**config.mk**
```make
export PLATFORM = sky130hd
export DESIGN_NAME = float_normalizer
export DESIGN_NICKNAME = d
export VERILOG_FILES = /design/src/rtl/float_normalizer.sv
export SDC_FILE = /design/constraint.sdc
export NUM_CORES = 1
export LEC_CHECK = 0
export BUFFER_PORTS_ARGS = -buffer_cell sky130_fd_sc_hd__clkbuf_2
export CORE_MARGIN = 4
export CORE_UTILIZATION = 60
export DETAILED_ROUTE_END_ITERATION = 7
export GPL_TIMING_DRIVEN = 1
export PLACE_DENSITY = 0.84
export RECOVER_POWER = 25
export REMOVE_ABC_BUFFERS = 1
export SYNTH_ARGS = -nofsm -noshare
export SYNTH_HDL_FRONTEND = slang
export SYNTH_SLANG_ARGS = --single-unit
```
**constraint.sdc**
```tcl
create_clock -name clk -period 4.4 [get_ports clk]
set_input_delay 0.88 -clock clk [delete_from_list [all_inputs] [get_ports clk]]
set_output_delay 0.88 -clock clk [all_outputs]
set_load 0.01 [all_outputs]
```
**src/rtl/float_normalizer.sv**
```systemverilog
// Post-add normalizer for IEEE-754 single precision: shifts, rounds and packs a raw sum.
// Optional `ROUND_NEAREST_EN selects round-to-nearest-even; otherwise the result is truncated.
module float_normalizer #(
  parameter int LZ_MAX = 26
) (
  input  logic        clk,
  input  logic        res,
  input  logic        in_valid,
  output logic        in_ready,
  input  logic        in_sign,
  input  logic [7:0]  in_exp,
  input  logic [27:0] in_mant,
  output logic        out_valid,
  input  logic        out_ready,
  output logic [31:0] out_float,
  output logic        of,
  output logic        uf
);

  localparam int CW = $clog2(LZ_MAX + 1);

  typedef enum logic [1:0] {IDLE, NORM, ROUND, DONE} state_t;

  state_t        state_q, state_d;
  logic          sign_q, sign_d;
  logic [8:0]    exp_q, exp_d;
  logic [27:0]   mant_q, mant_d;
  logic [CW-1:0] cnt_q, cnt_d;
  logic          special_q, special_d;
  logic [31:0]   float_q, float_d;
  logic          of_q, of_d;
  logic          uf_q, uf_d;

  logic          round_inc;
  logic [24:0]   mant_rnd;
  logic [22:0]   frac_rnd;
  logic [8:0]    exp_rnd;

  // Rounding looks at the 24-bit significand mant[26:3] plus guard/round/sticky.
`ifdef ROUND_NEAREST_EN
  assign round_inc = mant_q[2] & (mant_q[1] | mant_q[0] | mant_q[3]);
`else
  assign round_inc = 1'b0;
`endif

  assign mant_rnd = {1'b0, mant_q[26:3]} + {24'd0, round_inc};
  assign frac_rnd = mant_rnd[24] ? mant_rnd[23:1] : mant_rnd[22:0];
  assign exp_rnd  = mant_rnd[24] ? exp_q + 9'd1 : exp_q;

  // NOTE: every signal assigned in this block gets a default first, so no path can infer a latch.
  always_comb begin
    state_d   = state_q;
    sign_d    = sign_q;
    exp_d     = exp_q;
    mant_d    = mant_q;
    cnt_d     = cnt_q;
    special_d = special_q;
    float_d   = float_q;
    of_d      = of_q;
    uf_d      = uf_q;

    unique case (state_q)
      IDLE: begin
        if (in_valid) begin
          sign_d    = in_sign;
          exp_d     = {1'b0, in_exp};
          mant_d    = in_mant;
          cnt_d     = '0;
          special_d = (in_exp == 8'hFF);
          of_d      = 1'b0;
          uf_d      = 1'b0;
          state_d   = NORM;
        end
      end

      NORM: begin
        if (special_q) begin
          float_d = {sign_q, 8'hFF, mant_q[25:3]};
          of_d    = 1'b0;
          state_d = DONE;
        end else if (mant_q == '0) begin
          float_d = {sign_q, 31'd0};
          uf_d    = 1'b0;
          state_d = DONE;
        end else if (exp_q == 9'd0) begin
          // Denormal inputs are not supported: flush before any shifting.
          float_d = {sign_q, 31'd0};
          uf_d    = 1'b1;
          state_d = DONE;
        end else if (mant_q[27]) begin
          mant_d = {1'b0, mant_q[27:2], mant_q[1] | mant_q[0]};
          exp_d  = exp_q + 9'd1;
        end else if (mant_q[26]) begin
          state_d = ROUND;
        end else if (exp_q <= 9'd1 || cnt_q == CW'(LZ_MAX)) begin
          float_d = {sign_q, 31'd0};
          uf_d    = 1'b1;
          state_d = DONE;
        end else begin
          mant_d = {mant_q[26:0], 1'b0};
          exp_d  = exp_q - 9'd1;
          cnt_d  = cnt_q + CW'(1);
        end
      end

      ROUND: begin
        if (exp_rnd >= 9'd255) begin
          float_d = {sign_q, 8'hFF, 23'd0};
          of_d    = 1'b1;
        end else begin
          float_d = {sign_q, exp_rnd[7:0], frac_rnd};
        end
        state_d = DONE;
      end

      DONE: begin
        if (out_ready) state_d = IDLE;
      end

      default: state_d = IDLE;
    endcase
  end

  // NOTE: the datapath is a handful of flops, so all of it is reset, not just the FSM.
  always_ff @(posedge clk or negedge res) begin
    if (!res) begin
      state_q   <= IDLE;
      sign_q    <= 1'b0;
      exp_q     <= '0;
      mant_q    <= '0;
      cnt_q     <= '0;
      special_q <= 1'b0;
      float_q   <= '0;
      of_q      <= 1'b0;
      uf_q      <= 1'b0;
    end else begin
      // NOTE: non-blocking assignments so every register samples the pre-edge values.
      state_q   <= state_d;
      sign_q    <= sign_d;
      exp_q     <= exp_d;
      mant_q    <= mant_d;
      cnt_q     <= cnt_d;
      special_q <= special_d;
      float_q   <= float_d;
      of_q      <= of_d;
      uf_q      <= uf_d;
    end
  end

  assign in_ready  = (state_q == IDLE);
  assign out_valid = (state_q == DONE);
  assign out_float = float_q;
  assign of        = of_q;
  assign uf        = uf_q;

endmodule
```
# ---- Word-level counts from Yosys, hierarchy flattened
# Index checks and enable logic that the tools add are counted.
dict set report op_classes {
  n_addsub 3
  n_mul 0
  n_div 0
  order_cmp 2
  eq_ne 24
  shift 0
  mux 52
  n_bitwise 1
  n_reduce_logical 15
}
# cell count
set ops {}
lappend ops {{$mux W32} 6}
lappend ops {{$mux W28} 4}
lappend ops {{$mux W27} 3}
lappend ops {{$pmux W32 S2} 1}
lappend ops {{$mux W9} 7}
lappend ops {{$pmux W28 S2} 1}
lappend ops {{$mux W5} 7}
lappend ops {{$mux W31} 1}
lappend ops {{$logic_not A28 Y1} 1}
lappend ops {{$ne A2 B2 Y1 const B} 9}
lappend ops {{$pmux W9 S2} 1}
lappend ops {{$mux W2} 8}
lappend ops {{$ne A5 B5 Y1 const B} 3}
lappend ops {{$ne A4 B4 Y1 const B} 3}
lappend ops {{$reduce_and A4 Y1} 3}
lappend ops {{$pmux W5 S2} 1}
lappend ops {{$add A9 B1 Y9 const B} 1}
lappend ops {{$ge A9 B8 Y1 const B} 1}
lappend ops {{$le A9 B1 Y1 const B} 1}
lappend ops {{$logic_not A9 Y1} 1}
lappend ops {{$mux W1} 9}
lappend ops {{$sub A9 B1 Y9 const B} 1}
lappend ops {{$eq A8 B8 Y1 const B} 1}
lappend ops {{$pmux W2 S4} 1}
lappend ops {{other kinds (19)} 22}
dict set report word_totals {
  reg_bits 80
  latchBits 0
  mem_bits_rw 0
  rom_bits 0
  inputBits 41
  mem_count 0
}

# ---- Logic depth before layout (Yosys ltp)
# Gate-level depths: netlist (run 1).
dict set report depth {
  word_depth 9
  mapped_depth 11
}

# ---- Least setup slack after synthesis (run 1)
# Ideal clock, no wire load.
dict set report synth_path {
  path_kind {reg2reg}
  from {register exp_q[4]}
  to {register float_q[13], in the netlist out_float[13]}
  setup_time_ns 0.078
  arrival_time_ns 2.531
  required_time_ns 4.322
  slack_ns 1.791
  stages_incl_launch_ff 12
  path_buffers 3
  synth_period_minus_slack_ns 2.609
  path_cell_list {dfrtp_1 > buf_2 > and4_1 > and4_1 > ha_1 > or3b_2 > clkbuf_1 > a31o_2 > o21ai_1 > clkbuf_1 > nand3_1 > o2bb2ai_1}
}
dict set report synth_via {
  elab_chain_len 5
}
# element line
set synth_lines {}
lappend synth_lines {{start, declared} 26} ;# logic [8:0] exp_q, exp_d;
lappend synth_lines {{start signal, assigned} 140} ;# exp_q <= exp_d;
lappend synth_lines {{branches (longest 5 deep; another with $le A9 B1 Y1)} -}
lappend synth_lines {{end signal, assigned} 144} ;# float_q <= float_d;
lappend synth_lines {{end, declared} 30} ;# logic [31:0] float_q, float_d;
# Several ways; the timed one is not identified.
# A chain may end at the register's enable or synchronous reset.

# ---- Final worst setup path (run 1)
dict set report layout_path {
  from {register state_q[1]}
  to {register mant_q[17]}
}
dict set report layout_via {
  elab_chain_len 3
}
# element line
set layout_lines {}
lappend layout_lines {{start, declared} 24} ;# state_t state_q, state_d;
lappend layout_lines {{start signal, assigned} 138} ;# state_q <= state_d;
lappend layout_lines {{$eq A2 B1 Y1 / $logic_not A2 Y1 (equally long branches)} 62} ;# unique case (state_q)
lappend layout_lines {{$ne A3 B3 Y1 (no line), or another cell as far along} -}
lappend layout_lines {{$reduce_and A7 Y1 (no line)} -}
lappend layout_lines {{end signal, assigned} 141} ;# mant_q <= mant_d;
lappend layout_lines {{end, declared} 27} ;# logic [27:0] mant_q, mant_d;
# Parallel ways exist; a longest one is shown, timed or not.

==> results.txt, run 1 <==
----------------------------------------------------
[Status]
  Result of the run ... complete, but fails checks
  Violations in the final reports ... capacitance limit, slew limit

[Pwr]
  Leakage power figure ... 2.49 nW
  IR Drop Worst-Case VDD ... 0.495 mV
  Power per cell area ... 764 mW/mm^2

[Placed design]
  Final weighted congestion in routability-driven placement ... 0.917
  DP HPWL ... 8350 um
  Quantity of I/O buffers inserted on ports ... 76

[Timing]
  Hold Fails Final Rpt ... 0
  Setup Total Neg Slack ... 0 ns
  Period minus WS final ... 3.56 ns
  Post-route clock period utilization ... 0.809
  Highest clock frequency the design can meet ... 281 MHz
  Relative slew margins ... -0.323
  Final setup violating endpoints ... 0
  Worst slew pin tran ... 1.98 ns
  Final Max Slew Viols ... 81
  RSZ-0062 raised after global routing ... false
  Fin Clk Skew ... 0.00808 ns

[Final layout]
  Post-route core utilization ... 0.690
  Final-stage net count ... 596
  Ratio of cells with drive above 1 in the final layout ... 0.264
  Number of diodes ... 0
  Layout area overhead ... 11.9%

[Synth]
  Yosys top cell area share ... 0.420
  Async set-or-reset flop fraction in the synthesized netlist ... 1.00
  Synthesis-stage register bit count ... 80
  Number of enable flip-flop cells after synthesis ... 0
  Most instantiated flip-flop cell in the synthesis netlist ... dfrtp_1
  Cell variety after synth ... 61
  Post-Syn Area per Cell ... 9.71 um^2
  Synthesized instance count ... 491
  Post-synthesis instance area ... 0.00477 mm^2
  Main area contributors after synthesis ... dfrtp_1 42%, mux2_4 6.6%, o2bb2ai_1 5.9%
  YS warnings ... 0
  Seq/Total Area, Yosys ... 0.420
  Largest area contributor in the netlist ... dfrtp_1

[GRT]
  Maximum number of pins on one net before global-route repair ... 81
  Antenna violations before repair ... 0
  Vias in the first global route ... 4,048
  Grt total ovfl ... 0
  All-layer global routing usage ... 0.261
  Global-route wire length before repair ... 20,400 um

[Clocking]
  H-tree depth ... 3
  Clock Latency Late Sink ... 0.36 ns
  Total clock buffers created by CTS ... 9
  Number of buffers inserted by hold repair at cts ... 0
  CTS tree ... built
  Sink Count ... 80
  Post-CTS resize count ... 0
  Clk Tree Root Cell ... clkbuf_8
  Max Root-Sink Buffers ... 2
  CTS clk-pin slew, worst paths ... 0.09 ns
  Number of buffers inserted to repair setup after CTS ... 0

[Worst setup path]
  Endpoint required time on the critical path ... 4.65 ns
  Number of cells on the critical path ... 9
  Crit path top cell by count ... buf_4
  Worst Path Arrival ... 3.81 ns
  Slowest stage cell, crit path ... buf_4
  Number of cells traversed by the worst register-to-register path ... 9
  Highest net fanout along the worst path ... 56
  Crit path max-delay family ... buffers and inverters
  Combined buffer and inverter count along the critical path ... 3
  Category of the worst setup path launch point ... register
  Delay of the slowest cell on the worst path ... 0.50 ns
  Kind of critical path ... register to register
  Critical path cell sequence ... inv_1, ha_1, buf_4, nand2b_1, a21o_1, a21o_4, nor3_4, buf_4, mux2_2
  Endpoint class of the critical path ... register

[Floorplanning]
  Number of placement rows ... 32
  Total die area ... 0.00943 mm^2
  Standard cell core area ... 0.00773 mm^2
  Num ports ... 77
  Starting density of the core ... 0.617
  Die boundary height ... 97.1 um
  Chip width ... 97.1 um

[Hold path]
  Tightest Hold Check Type ... register to register
  Worst hold path depth ... 1

[Job]
  Max-cap check violation count ... 1

[Detailed routing]
  Vias per std cell ... 6.45
  Total wire length after detailed routing ... 12,200 um
  Iteration-0 DRC count of the detailed router ... 286
  First-pass detailed-route iteration total ... 5
  DRC ... 0
  Average detailed-routed wire length per instance ... 18.7 um
  DRT antenna net count ... 0
  DR vias ... 4,201

----------------------------------------------------
-- cell type report --
cell class	count	area (um^2)
inverter	38	143
clock inverter	7	57.6
sequential	80	2000
timing repair buffer	82	425
clock buffer	9	124
tap	102	128
fill	607	2400
multi-input combinational	333	2450
-- cell usage in the layout (no fill, tap or decap), types with 5 or more instances in the layout --
cell	n
dfrtp_1	80
clkbuf_2	76
inv_1	38
nand3_1	34
a21oi_1	33
o2bb2ai_1	32
and3_1	27
o21ai_0	27
mux2_4	21
nor2_1	13
nand2_1	12
o211ai_1	11
ha_1	11
nor3_1	10
nand4_1	10
clkbuf_8	9
nor4_1	8
mux2_2	8
a31oi_1	6
buf_4	6
nand2b_1	5
-- per-layer routing --
layer  wire, um  vias to the layer above  track usage  part of all wire
met2       5650                      177        0.393              0.46
met5          0                        -            0                 0
li1           -                     1949            -                 -
met1       5500                     2055        0.385              0.45
met3        839                       20       0.0581             0.069
met4        193                        0       0.0637             0.016
-- worst paths after layout --
path	from	endpoint	slack, ns
worst max-delay path	state_q[1]	mant_q[17]	0.84
worst min-delay path	out_float[0]	out_float[0]	0.49
worst max register to register	state_q[1]	mant_q[17]	0.84
worst min register to register	out_float[0]	out_float[0]	0.49
max in group asynchronous	res	of	2.18
min in group asynchronous	res	out_float[4]	1.07
-- synth_stat cells (2+ instances only) --
master and number:
a21o_1 2, o32a_1 2, nor2_1 13, mux2i_1 3
a31oi_1 6, and3_1 27, a311oi_1 3, nand2b_1 5
o31ai_1 3, nor3_1 11, buf_6 4, dfrtp_1 80
a2111oi_0 2, nand4_1 10, clkbuf_1 29, a21oi_1 33
a2bb2oi_1 3, nand2_1 12, o2bb2ai_1 32, or2_2 4
a31o_2 3, mux2_4 21, and4_1 3, a32oi_1 2
o311ai_0 2, ha_1 11, a211oi_1 2, nand3_1 34
or4_1 2, buf_2 6, mux2_2 8, o22ai_1 3
inv_1 38, o21ai_0 27, or3b_2 2, nor4_1 8
o211ai_1 11
-- per-stage QoR --
stage	hold slack (ns)	cells	area [um^2]	power, mW	setup WS, ns
final	0.494	651	5330	4.08	0.839
after global routing	0.507	651	5330	4.36	0.636
after CTS	0.499	651	5330	4.05	0.871
after detailed placement	0.473	635	5150	3.54	0.893
after global placement	0.472	635	5150	3.45	1.04
after floorplan	0.452	451	4580	2.89	0.207
-- kinds of logic (layout without fill, tap and decap cells) --
logic type	after synthesis	in the layout	synth area share
and+or+nand+nor	141	141	0.172
xor gates and xnor gates	1	1	0.00184
muxes	32	32	0.0914
adders and majority gates	11	11	0.0289
DFF	80	80	0.420
AOI/OAI and AO/OA	148	148	0.217
buffers and inverters	78	136	0.0693
-- power by group --
part / switching [mW] / leakage [nW] / internal, mW
Sequential: 0.357 / 1.01 / 1.02
Combinational: 1.23 / 1.38 / 0.953
Clock: 0.298 / 0.0873 / 0.210
-- flip-flops by register name, indices dropped and copies added (netlist names) --
name       count
mant_q        28
exp_q          9
cnt_q          5
sign_q         1
of             1
state_q        2
out_float     32
uf             1
special_q      1
(Power assumes the default switching activity.)
==> run 2, diff against run 1 <==
CORE_UTILIZATION = 57   (was 60)
PLACE_DENSITY = 0.8   (was 0.84)
clock period = 3.3 ns   (was 4.4 ns; I/O delays follow)
==> run 2 against run 1 <==
Against the previous run:
- first-iteration DRC count down 0.35%
- critical path type unchanged
- sequential power up 35%
- largest cell class unchanged
- die area up 4.8%
- worst hold slack better by 0.00083 ns
- clock power up 55%
- critical path depth unchanged
- the flow still finishes with violations (capacitance limit, slew limit)
- combinational power up 38%
- setup slack worse by 0.21 ns
- via count down 0.52%
- sequential share of layout area down 0.65 points
- highest routed layer unchanged
- clock skew up 0.0076 ns
- global-route usage about the same
==> results.txt, run 2 (synthesis results as in run 1) <==
----------------------------------------------------
[Status]
  Result of the run ... complete, but fails checks
  Violations in the final reports ... capacitance limit, slew limit

[Detailed routing]
  Vias per std cell ... 6.33 (-1.9%)
  DR vias ... 4,179 (-0.52%)
  DRC ... 0 (unchanged)
  Iteration-0 DRC count of the detailed router ... 285 (-0.35%)
  First-pass detailed-route iteration total ... 5 (unchanged)
  Total wire length after detailed routing ... 12,400 um (+2.1%)
  Average detailed-routed wire length per instance ... 18.9 um (+0.74%)
  DRT antenna net count ... 0 (unchanged)

[Timing]
  Highest clock frequency the design can meet ... 374 MHz (+33%)
  Crit path setup slack, layout ... 0.627 ns (-0.212 ns)
  Final Max Slew Viols ... 81 (unchanged)
  RSZ-0062 raised after global routing ... false
  Period minus WS final ... 2.67 ns (-0.888 ns)
  Worst slew pin tran ... 2.03 ns (+0.0487 ns)
  Fin Clk Skew ... 0.0156 ns (+0.00755 ns)
  Post-route clock period utilization ... 0.810 (about the same)
  Setup Total Neg Slack ... 0 ns (unchanged)
  Relative slew margins ... -0.356 (-0.0325)
  Final setup violating endpoints ... 0 (unchanged)
  Hold Fails Final Rpt ... 0 (unchanged)

[Floorplanning]
  Die boundary height ... 99.4 um (+2.4%)
  Starting density of the core ... 0.583 (-0.0338)
  Chip width ... 99.4 um (+2.4%)
  Num ports ... 77 (unchanged)
  Number of placement rows ... 33 (+3.1%)
  Total die area ... 0.00989 mm^2 (+4.8%)
  Standard cell core area ... 0.00818 mm^2 (+5.8%)

[Job]
  Max-cap check violation count ... 1 (unchanged)

[Worst setup path]
  Crit path top cell by count ... ha_1
  Endpoint class of the critical path ... register
  Slowest stage cell, crit path ... or3b_2
  Delay of the slowest cell on the worst path ... 0.51 ns (about the same)
  Kind of critical path ... register to register
  Worst Path Arrival ... 2.97 ns (-0.84 ns)
  Endpoint required time on the critical path ... 3.59 ns (-1.06 ns)
  Category of the worst setup path launch point ... register
  Critical path cell sequence ... ha_1, and4_1, ha_1, or3b_2, a31o_2, o21ai_1, buf_4, nand3_1, o2bb2ai_1
  Highest net fanout along the worst path ... 23 (-59%)

[Clocking]
  Sink Count ... 80 (unchanged)
  Post-CTS resize count ... 0 (unchanged)
  Number of buffers inserted to repair setup after CTS ... 0 (unchanged)
  Clk Tree Root Cell ... clkbuf_8
  Max Root-Sink Buffers ... 2 (unchanged)
  Total clock buffers created by CTS ... 9 (unchanged)
  Clock Latency Late Sink ... 0.37 ns (about the same)
  CTS clk-pin slew, worst paths ... 0.09 ns (about the same)
  CTS tree ... built
  Number of buffers inserted by hold repair at cts ... 0 (unchanged)
  H-tree depth ... 3 (unchanged)

[Pwr]
  IR Drop Worst-Case VDD ... 0.911 mV (+84%)
  Power per cell area ... 1040 mW/mm^2 (+37%)
  Leakage power figure ... 2.53 nW (+1.9%)

[Final layout]
  Most frequent standard cell in the layout excluding fill and tap cells ... dfrtp_1
  Layout area overhead ... 13.8%
  FILL cells ... 670 (+10%)
  Ratio of cells with drive above 1 in the final layout ... 0.272 (+0.00796)
  Number of diodes ... 0 (unchanged)
  Flip-flop count of the largest register after layout ... 32 (unchanged)
  Final-stage net count ... 602 (+1.0%)
  Most frequent cells in the layout ... 80 x dfrtp_1, 76 x clkbuf_2, 38 x inv_1

[Placed design]
  DP HPWL ... 8230 um (-1.4%)
  Final weighted congestion in routability-driven placement ... 0.917 (about the same)
  Pre-CTS setup slack ... 0.658 ns (-0.236 ns)
  Quantity of I/O buffers inserted on ports ... 76 (unchanged)

[Hold path]
  Tightest Hold Check Type ... register to register

[GRT]
  Grt total ovfl ... 0 (unchanged)
  Antenna violations before repair ... 0 (unchanged)
  Vias in the first global route ... 4,076 (+0.69%)
  Global-route wire length before repair ... 20,700 um (+1.6%)
  Maximum number of pins on one net before global-route repair ... 81 (unchanged)
  All-layer global routing usage ... 0.261 (about the same)

----------------------------------------------------
-- run 2: critical path: cells and delay by family, from the launching register on --
family	cells	cell delay [ns]
and+or+nand+nor	3	0.82
buffers and inverters	1	0.28
adders and majority gates	2	0.45
DFF	1	0.48
AOI/OAI and AO/OA	3	0.57
-- run 2: layout make-up --
class,instances,area [um^2],area share
Clock buffer,11,151,0.0279
Multi-Input combinational cell,333,2450,0.452
Tap cell,105,131,0.0242
Inverter,38,143,0.0263
Clock inverter,5,62.6,0.0115
Timing Repair Buffer,88,483,0.0890
Sequential cell,80,2000,0.369
-- run 2: final timing paths --
kind | slack (ns) | cells after the start | to | from
worst max register to register | 0.63 | 9 | out_float[3] | exp_q[0]
worst max-delay path | 0.63 | 9 | out_float[3] | exp_q[0]
worst min-delay path | 0.50 | 1 | out_float[10] | out_float[10]
min in group asynchronous | 0.86 | 1 | exp_q[6] | res
max in group asynchronous | 1.23 | 1 | exp_q[7] | res
worst min register to register | 0.50 | 1 | out_float[10] | out_float[10]
-- run 2: stage by stage --
stage                     cells  hold WS [ns]  power, mW  cell area [um^2]  utilization
after global placement      644         0.471       4.74              5210        0.638
after CTS                   660         0.497       5.64              5430        0.664
final                       660         0.495       5.66              5430        0.664
after detailed placement    644         0.473       4.84              5210        0.638
after global routing        660         0.507       6.05              5430        0.664
after floorplan             451         0.364       3.85              4580            -
-- run 2: report_power, final --
part	internal (mW)	switching, mW	total [mW]
Combinational	1.35	1.67	3.02
Sequential	1.37	0.490	1.86
Clock	0.395	0.394	0.789
Total	3.11	2.55	5.66
-- run 2: routing by layer --
metal	track usage	wire, um	up-vias
met2	0.411	5760	155
met1	0.373	5750	2046
met5	0	0	-
met3	0.0519	716	21
met4	0.0662	218	0
li1	-	-	1957
